===== config.mk =====
export PLATFORM = sky130hd
export DESIGN_NAME = data_control
export DESIGN_NICKNAME = d
export VERILOG_FILES = /design/src/rtl/data_control.sv
export SDC_FILE = /design/constraint.sdc
export NUM_CORES = 1
export LEC_CHECK = 0
export ABC_AREA = 1
export BUFFER_PORTS_ARGS = -buffer_cell sky130_fd_sc_hd__buf_2
export CORE_AREA = 2 2 612 614
export CTS_CLUSTER_SIZE = 12
export DETAILED_ROUTE_END_ITERATION = 6
export DIE_AREA = 0 0 614 616
export SYNTH_ARGS = -nofsm -noshare
export SYNTH_HDL_FRONTEND = slang
export SYNTH_SLANG_ARGS = --single-unit
export TNS_END_PERCENT = 1

===== constraint.sdc =====
create_clock -name clk -period 8.4 [get_ports clk]
set_input_delay 0.84 -clock clk [delete_from_list [all_inputs] [get_ports clk]]
set_output_delay 0.84 -clock clk [all_outputs]
set_load 0.03 [all_outputs]

===== src/rtl/data_control.sv =====
// Routes frames between the wenmiao, feikong, fakong and ADT serial links.
// Define DATACONTROL_ADT_TELEM_EN to build the ADT telemetry RAM writer.
module data_control #(
  parameter int POLL_PERIOD = 50000
) (
  input  logic         clk,
  input  logic         reset_n,
  input  logic [455:0] wenmiao_rx_frame,
  input  logic         wenmiao_rx_frame_done,
  input  logic         wenmiao_check_sum_error,
  input  logic         wenmiao_comNoResponse,
  input  logic         wenmiao_tx_busy,
  input  logic [319:0] feikong_rx_frame,
  input  logic         feikong_rx_frame_done,
  input  logic         feikong_check_sum_error,
  input  logic         feikong_comNoResponse,
  input  logic         feikong_tx_busy,
  input  logic [71:0]  fakong_rx_frame,
  input  logic         fakong_rx_frame_done,
  input  logic         fakong_check_sum_error,
  input  logic         fakong_comNoResponse,
  input  logic         fakong_tx_busy,
  input  logic [199:0] adt_rx_frame,
  input  logic         adt_rx_frame_done,
  input  logic         adt_check_sum_error,
  input  logic         adt_comNoResponse,
  input  logic         adt_tx_busy,
  output logic [159:0] wenmiao_tx_frame,
  output logic         wenmiao_tx_start,
  output logic [79:0]  feikong_tx_frame,
  output logic         feikong_tx_frame_start,
  output logic [255:0] fakong_tx_frame,
  output logic         fakong_tx_start,
  output logic         adt_wr_ram,
  output logic [15:0]  adt_addr_ram,
  output logic [7:0]   adt_data_ram,
  output logic         adt_tx_frame_start
);
  localparam int CW = $clog2(POLL_PERIOD);

  logic [CW-1:0] cnt;
  logic          tick, snap;
  logic [7:0]    seq, s_now;
  logic          wm_ce, fk_ce, fa_ce, adt_ce;
  logic [455:0]  wm_rx;
  logic [319:0]  fk_rx;
  logic [71:0]   fa_rx;
  logic [199:0]  adt_rx;
  logic          wm_pend, fk_pend, fa_pend;

  function automatic logic [7:0] bsum(input logic [455:0] v);
    logic [7:0] s;
    s = 8'd0;
    for (int i = 0; i < 57; i++) s = s + v[8*i +: 8];
    return s;
  endfunction

  assign tick  = (cnt == CW'(POLL_PERIOD - 1));
  assign s_now = {wenmiao_comNoResponse, wm_ce, feikong_comNoResponse, fk_ce,
                  fakong_comNoResponse, fa_ce, adt_comNoResponse, adt_ce};

  always_ff @(posedge clk or negedge reset_n) begin
    if (!reset_n) begin
      cnt  <= '0;
      seq  <= 8'd0;
      snap <= 1'b0;
    end else begin
      cnt  <= tick ? '0 : cnt + 1'b1;
      seq  <= seq + {7'd0, tick};
      snap <= tick;
    end
  end

  // Error flags clear on the tick that reports them; a same-cycle error survives.
  always_ff @(posedge clk or negedge reset_n) begin
    if (!reset_n) begin
      wm_ce <= 1'b0; fk_ce <= 1'b0; fa_ce <= 1'b0; adt_ce <= 1'b0;
    end else begin
      wm_ce  <= (wenmiao_rx_frame_done & wenmiao_check_sum_error) | (wm_ce & ~tick);
      fk_ce  <= (feikong_rx_frame_done & feikong_check_sum_error) | (fk_ce & ~tick);
      fa_ce  <= (fakong_rx_frame_done & fakong_check_sum_error) | (fa_ce & ~tick);
      adt_ce <= (adt_rx_frame_done & adt_check_sum_error) | (adt_ce & ~tick);
    end
  end

  always_ff @(posedge clk or negedge reset_n) begin
    if (!reset_n) begin
      wm_rx <= '0; fk_rx <= '0; fa_rx <= '0; adt_rx <= '0;
    end else begin
      if (wenmiao_rx_frame_done && !wenmiao_check_sum_error) wm_rx <= wenmiao_rx_frame;
      if (feikong_rx_frame_done && !feikong_check_sum_error) fk_rx <= feikong_rx_frame;
      if (fakong_rx_frame_done && !fakong_check_sum_error)   fa_rx <= fakong_rx_frame;
      if (adt_rx_frame_done && !adt_check_sum_error)         adt_rx <= adt_rx_frame;
    end
  end

  always_ff @(posedge clk or negedge reset_n) begin
    if (!reset_n) begin
      wenmiao_tx_frame <= '0;
      feikong_tx_frame <= '0;
      fakong_tx_frame  <= '0;
    end else if (tick) begin
      wenmiao_tx_frame <= {16'hEB90, 8'h01, seq, fk_rx[319:200],
                           8'h01 + seq + bsum(456'(fk_rx[319:200]))};
      feikong_tx_frame <= {16'hEB90, s_now, seq, fa_rx[71:32],
                           s_now + seq + bsum(456'(fa_rx[71:32]))};
      fakong_tx_frame  <= {16'hEB90, seq, s_now, fk_rx[319:104],
                           seq + s_now + bsum(456'(fk_rx[319:104]))};
    end
  end

  // Starts are held off during the snapshot cycle so a fresh frame is never sent twice.
  assign wenmiao_tx_start       = wm_pend & ~wenmiao_tx_busy & ~snap;
  assign feikong_tx_frame_start = fk_pend & ~feikong_tx_busy & ~snap;
  assign fakong_tx_start        = fa_pend & ~fakong_tx_busy & ~snap;

  always_ff @(posedge clk or negedge reset_n) begin
    if (!reset_n) begin
      wm_pend <= 1'b0; fk_pend <= 1'b0; fa_pend <= 1'b0;
    end else begin
      wm_pend <= snap | (wm_pend & ~wenmiao_tx_start);
      fk_pend <= snap | (fk_pend & ~feikong_tx_frame_start);
      fa_pend <= snap | (fa_pend & ~fakong_tx_start);
    end
  end

`ifdef DATACONTROL_ADT_TELEM_EN
  typedef enum logic [1:0] {S_IDLE, S_WRITE, S_WAIT} adt_st_t;
  adt_st_t      state, state_nxt;
  logic [495:0] pkt;
  logic [5:0]   waddr;

  always_ff @(posedge clk or negedge reset_n) begin
    if (!reset_n) state <= S_IDLE;
    else          state <= state_nxt;
  end

  always_comb begin
    state_nxt = state;
    case (state)
      S_IDLE:  if (snap) state_nxt = S_WRITE;
      S_WRITE: if (waddr == 6'd61) state_nxt = S_WAIT;
      S_WAIT:  if (!adt_tx_busy) state_nxt = S_IDLE;
      default: state_nxt = S_IDLE;
    endcase
  end

  always_comb begin
    adt_wr_ram         = (state == S_WRITE);
    adt_addr_ram       = (state == S_WRITE) ? {10'd0, waddr} : 16'd0;
    adt_data_ram       = (state == S_WRITE) ? pkt[495:488] : 8'd0;
    adt_tx_frame_start = (state == S_WAIT) && !adt_tx_busy;
  end

  // Packet is captured at the tick and shifted out MSB-first while writing.
  always_ff @(posedge clk or negedge reset_n) begin
    if (!reset_n) begin
      pkt   <= '0;
      waddr <= 6'd0;
    end else begin
      if (state == S_WRITE)
        pkt <= {pkt[487:0], 8'd0};
      else if (tick)
        pkt <= {16'hEB90, seq, s_now, wm_rx, seq + s_now + bsum(wm_rx)};
      waddr <= (state == S_WRITE) ? waddr + 6'd1 : 6'd0;
    end
  end
`else
  assign adt_wr_ram         = 1'b0;
  assign adt_addr_ram       = 16'd0;
  assign adt_data_ram       = 8'd0;
  assign adt_tx_frame_start = 1'b0;
`endif

endmodule


==> results of run 1 <==
## critical path: cells and delay by family (launching register included)
kind                     cells  cell delay [ns]
adder cells (fa/ha/maj)      8             3.81
AND/OR/NAND/NOR             11             0.90
flip-flops                   1             0.75
AO/OA/AOI/OAI                3             0.51
buffers and inverters        4             0.26
## cells in the mapped netlist, drive strengths merged, types with 31 or more instances
cell type,count,share of area
nand3,31,0.0049
fa,274,0.17
nor2,195,0.023
ha,50,0.020
o21ai,210,0.033
xor2,40,0.011
mux2,84,0.030
inv,513,0.060
clkbuf,88,0.010
dfrtp,585,0.46
buf,248,0.056
a21oi,189,0.030
xnor2,42,0.012
nand2,616,0.072
## cell type report
class                      count  share of cell area
antenna                       20             0.00116
clock buffer                 102              0.0524
clock inverter                41             0.00944
inverter                     514              0.0449
multi-input combinational   1828               0.313
sequential                   585               0.340
tap                         4972               0.144
timing repair buffer         784              0.0945
## registers in the layout, indices dropped and copies added, names as in the netlist, 8 cells and up
name / count
fa_rx: 40
feikong_tx_frame: 48
fk_rx: 216
seq: 8
cnt: 16
fakong_tx_frame: 112
wenmiao_tx_frame: 137
## cell families after synthesis
| logic type | Yosys count |
|---|---|
| AOI/OAI and AO/OA | 407 |
| buffers and inverters | 850 |
| DFF | 585 |
| xor gates and xnor gates | 82 |
| muxes | 84 |
| adders and majority gates | 324 |
| and+or+nand+nor | 874 |
| other | 1 |
## per-stage QoR
step                      hold slack [ns]  setup slack [ns]  total power (W)
after global routing                0.227              1.56           0.0259
after CTS                           0.196              1.83           0.0239
after global placement              0.448              1.57           0.0199
final                               0.285              2.00           0.0233
after floorplan                     0.433              2.93           0.0158
after detailed placement            0.458              1.55           0.0202
## power groups by stage
stage	combinational (W)	sequential, W	clock [W]
2_1_floorplan	0.0126	0.00316	0
3_3_place_gp	0.0167	0.00328	0
3_5_place_dp	0.0169	0.00329	0
4_1_cts	0.0170	0.00324	0.00369
5_1_grt	0.0188	0.00325	0.00379
6_report	0.0166	0.00322	0.00354
## worst paths after layout
kind | startpoint | end | depth (start not counted)
worst min-delay path | feikong_rx_frame[244] | fk_rx[244] | 2
worst max register to register | fk_rx[259] | fakong_tx_frame[7] | 26
worst max-delay path | fk_rx[259] | fakong_tx_frame[7] | 26
min in group asynchronous | reset_n | fk_rx[273] | 2
max in group asynchronous | reset_n | fa_rx[39] | 4
worst min register to register | cnt[0] | cnt[0] | 1
## layer usage
metal  wire [um]  share of wire  up-vias
li1            -              -    10700
met1       61200           0.35    11400
met2       93700           0.53      735
met3       15000          0.085      246
met4        7050          0.040       22
met5         141        0.00080        -
==> qor.yml, run 1 <==
setup_path:
  critPathMaxFanout: 4
  start_kind: "flip-flop"
  critPathCaptureType: "flip-flop"
  slowest_stage: "dfrtp_1"
  cp.required_ns: 9.04
  crit_top_cell: "nand2_1"
  max_stage_delay_ns: 0.75
  r2r_slack_ns: 2.00
  path_class: "reg -> reg"
  arrival_ns: 7.04
cts:
  tritoncts: "done"
  numCtsBuffers: 81
  path_clk_slew_ns: 0.07
  htreeDepth: 3
  clkSinkCount: 585
  cts_buffer_depth: 4
  cts_root_buf: "clkbuf_16"
  cts_hold_buffers: 1
  cts_resized: 0
  cts_setup_buffers: 0
  clock_latency_ns: 0.79
drt:
  avgViaCountPerCell: 2.62
  dr.pass1.iters: 5
  ant_nets: 0
  drtIter0Drc: 1407
  vias: 23200
  wirelength_um: 177000
  drc: 0
  drt-wirelength-per-cell_um: 20.0
die:
  die_w_um: 614
  io_pins: 1591
  initial_core_util: 0.0860
  die_h_um: 616
  core_area_um2: 371000
  rows: 224
  dieArea_um2: 378000
logic_synthesis:
  seq_area_frac_synth: 0.458
  synth_mux_area_frac: 0.0296
  synth_adder_area_share: 0.191
  syn_area_um2: 31900
  synth_top_family_by_area: "adder cells"
  synthArstFlopShare: 1.00
  synth_compound_area_frac: 0.0643
  ys_ff_latch: 585
  synthXorXnorAreaFrac: 0.0234
  yosysUniqueCellTypes: 36
  ys.flop_type: "dfrtp_1"
  avgSynthCellArea_um2: 9.96
  synth_warnings: 0
  yosys.area_share.simple: 0.106
  synth_edf_count: 0
  synth_cells: 3207
worst_hold_path:
  hold_path.class: "in -> reg"
final_layout:
  nNetsFinal: 5184
  areaGrowthSynthToFinish_pct: 34.8
  finish.instance_area_um2: 43100
  final_cell_mix: "buf_2, nand2_1, dfrtp_1"
  layout-drive-gt1-share: 0.263
  final_core_util: 0.116
  multi_input_area_um2: 13500
  seq_area_um2: 14600
  nFillCells: 42600
  layout_commonest_cell: "buf_2"
  fin_cells: 8846
placed_design:
  dp.cells: 8682
  placed_cell_area_um2: 40300
  dp_hpwl_um: 152000
  io_buffers: 740
  place.gp.congestion: 0.859
job:
  maxCapViolCount: 0
grt:
  grtUsageTotal: 0.0919
  grt_pass1_vias: 23200
  grt_pass1_wl_um: 226000
  overflow: 0
  met3_usage: 0.0326
  met1_usage: 0.0933
  grt_antenna_before_repair: 63
  grt_max_degree: 159
  globalRoute.busiestLayer: "met2"
  met2_usage: 0.172
sta:
  finalMaxSlewViolations: 0
  rsz0062_at_grt: "false"
  fin_crit_ns: 6.40
  max_freq_mhz: 156
  worstMarginPinSlew_ns: 1.16
  tns_ns: 0
  finalCritPeriodShare: 0.762
  clock_skew_ns: 0.0495
  hold_viol: 0
  relSlewSlack: 0.226
  setup_violations: 0
pwr:
  p_comb_frac: 0.710
  power_frac_seq: 0.138
  p_switching_w: 0.0117
  power_frac_clock: 0.152
  power_density_nw_per_um2: 541
  switching_share: 0.500
  p_int_w: 0.0117
  irDropWorstVdd_mv: 2.25
  cellLeakagePower_nw: 21.1
status:
  status: "complete, no violations"
No activity file was read; power rests on OpenSTA's default activity.
==> run 2, diff against run 1 <==
==> constraint.sdc (replaced) <==
create_clock -name clk -period 5.7 [get_ports clk]
set_input_delay 0.57 -clock clk [delete_from_list [all_inputs] [get_ports clk]]
set_output_delay 0.57 -clock clk [all_outputs]
set_load 0.03 [all_outputs]
==> qor.yml, run 2 (same netlist as run 1, synthesis figures left out) <==
cts:
  path_clk_slew_ns: 0.06  # about the same
  cts_root_buf: "clkbuf_16"
  htreeDepth: 3  # unchanged
  tritoncts: "done"
  clkSinkCount: 585  # unchanged
  numCtsBuffers: 82  # +1.2%
  cts_buffer_depth: 4  # unchanged
  clock_latency_ns: 0.80  # about the same
setup_path:
  crit_buf_inv: 3  # -1
  cpLargestDelayFamily: "adder cells"
  max_stage_delay_ns: 0.57  # -0.18 ns
  start_kind: "flip-flop"
  critPathMaxFanout: 3  # -1
  reg2reg_from: "fk_rx[276]"
  slowest_stage: "fa_1"
  critPathCaptureType: "flip-flop"
  reg2reg_depth: 25  # -3.8%
  arrival_ns: 6.73  # -0.31 ns
  cp.required_ns: 6.36  # -2.68 ns
  path_class: "reg -> reg"
  r2r_slack_ns: -0.37  # -2.37 ns
  rr_endpoint: "fakong_tx_frame[7]"
pwr:
  p_switching_w: 0.0210  # +81%
  irDropWorstVdd_mv: 4.02  # +79%
  power_density_nw_per_um2: 952  # +76%
  power_frac_seq: 0.103  # -0.035
  p_int_w: 0.0240  # +110%
  switching_share: 0.468  # -0.0323
  cellLeakagePower_nw: 23.1  # +9.6%
  power_frac_clock: 0.116  # -0.036
  p_comb_frac: 0.781  # +0.071
final_layout:
  finish.instance_area_um2: 47200  # +9.7%
  top_regs: "fk_rx x216, wenmiao_tx_frame x137, fakong_tx_frame x112"
  regMostFlops: "fk_rx"
  nNetsFinal: 5615  # +8.3%
  layout_commonest_cell: "buf_2"
  layout-drive-gt1-share: 0.295  # +0.0326
  final_cell_mix: "buf_2, nand2_1, dfrtp_1"
  largest_reg_flops: 216  # unchanged
  areaGrowthSynthToFinish_pct: 47.9
grt:
  overflow: 0  # unchanged
  grt_pass1_wl_um: 237000  # +4.8%
  grt_pass1_vias: 25400  # +9.5%
  grt_antenna_before_repair: 48  # -24%
  grtUsageTotal: 0.0952  # +0.00330
  grt_max_degree: 163  # +2.5%
status:
  status: "finished, violations left"
  violations: "setup timing"
sta:
  fin_crit_ns: 6.07  # -0.334 ns
  rsz0062_at_grt: "true"
  finalMaxSlewViolations: 0  # unchanged
  max_freq_mhz: 165  # +5.5%
  fin_hold_ws_ns: 0.0830  # -0.202 ns
  relSlewSlack: 0.261  # +0.0354
  worstMarginPinSlew_ns: 1.11  # -0.0530 ns
  finalCritPeriodShare: 1.06  # +0.302
  setup_violations: 3  # +3
  fin_ws_ns: -0.367  # -2.37 ns
  clock_skew_ns: 0.0531  # +0.00361 ns
  hold_viol: 0  # unchanged
drt:
  ant_nets: 0  # unchanged
  avgViaCountPerCell: 2.65  # +1.3%
  wirelength_um: 182000  # +3.0%
  drtIter0Drc: 1622  # +15%
  dr.pass1.iters: 7  # +2
  drt-wirelength-per-cell_um: 19.7  # -1.6%
  vias: 24600  # +6.1%
  drc: 0  # unchanged
die:
  initial_core_util: 0.0860  # unchanged
  core_area_um2: 371000  # unchanged
  die_w_um: 614  # unchanged
  die_h_um: 616  # unchanged
  dieArea_um2: 378000  # unchanged
  rows: 224  # unchanged
  io_pins: 1591  # unchanged
job:
  maxCapViolCount: 0  # unchanged
worst_hold_path:
  worst_hold_path.num_cells: 3  # +1
  hold_end: "fk_rx[116]"
  hold_start: "feikong_rx_frame[116]"
  hold_path.class: "in -> reg"
placed_design:
  io_buffers: 740  # unchanged
  placed_cell_area_um2: 42300  # +4.9%
  place.gp.congestion: 0.886  # +3.1%
  dp_hpwl_um: 155000  # +1.7%
[run 2: timing repair]
| item | in CTS | in global routing |
|---|---|---|
| endpoints found under the setup margin | 4 | 6 |
| resized for setup | 28 | 17 |
| hold buffers | 211 | 0 |
| buffers inserted | 1 | 2 |
| cloned | 0 | 0 |
| pin swaps | 28 | 13 |
| hold endpoints to repair | 274 | 0 |
[run 2: power by group through the flow]
stage | clock [W] | sequential [W] | combinational, W
detailed placement | 0 | 0.00473 | 0.0289
CTS | 0.00548 | 0.00465 | 0.0332
finish | 0.00524 | 0.00464 | 0.0351
global placement | 0 | 0.00472 | 0.0289
floorplan | 0 | 0.00465 | 0.0172
global route | 0.00559 | 0.00468 | 0.0393
[run 2: worst min-delay path: cells and delay by family]
| kind | cells | cell delay (ns) |
|---|---|---|
| AND/OR/NAND/NOR | 1 | 0.04 |
| AO/OA/AOI/OAI | 1 | 0.11 |
| buffers and inverters | 1 | 0.08 |
[run 2: final cells by class]
type	count	area [um^2]
well taps	4972	6220
fillers	42300	324000
inverters	514	1930
flip-flops and latches	585	14600
diodes	10	25.0
clock inverters	34	368
repair buffers	1214	8160
multi-input cells	1828	13600
clock buffers	107	2260
[run 2: metrics by stage]
stage,worst slack [ns],cells,total power (W),util,TNS [ns]
after CTS,-0.447,9252,0.0433,0.127,-0.659
final,-0.367,9264,0.0450,0.127,-0.415
after floorplan,0.230,3263,0.0218,-,0
after global placement,-0.991,8900,0.0336,0.114,-1.52
after global routing,-0.609,9259,0.0495,0.127,-1.21
after detailed placement,-0.717,8900,0.0336,0.114,-1.25
[run 2: worst max-delay path by stage]
stage,startpoint,end,depth (start not counted)
after detailed placement,fk_rx[300],fakong_tx_frame[7],29
after CTS,fk_rx[308],fakong_tx_frame[7],28
after global placement,fk_rx[300],fakong_tx_frame[7],29
after global routing,fk_rx[291],fakong_tx_frame[7],28
final,fk_rx[276],fakong_tx_frame[7],25
after floorplan,fk_rx[300],fakong_tx_frame[7],28
[run 2: metal layers]
layer,track usage,share of wire,vias to the layer above
met2,0.177,0.53,705
met1,0.100,0.37,12100
met3,0.0289,0.066,231
met4,0.0320,0.042,2
li1,-,-,11600
met5,0,0.000071,-
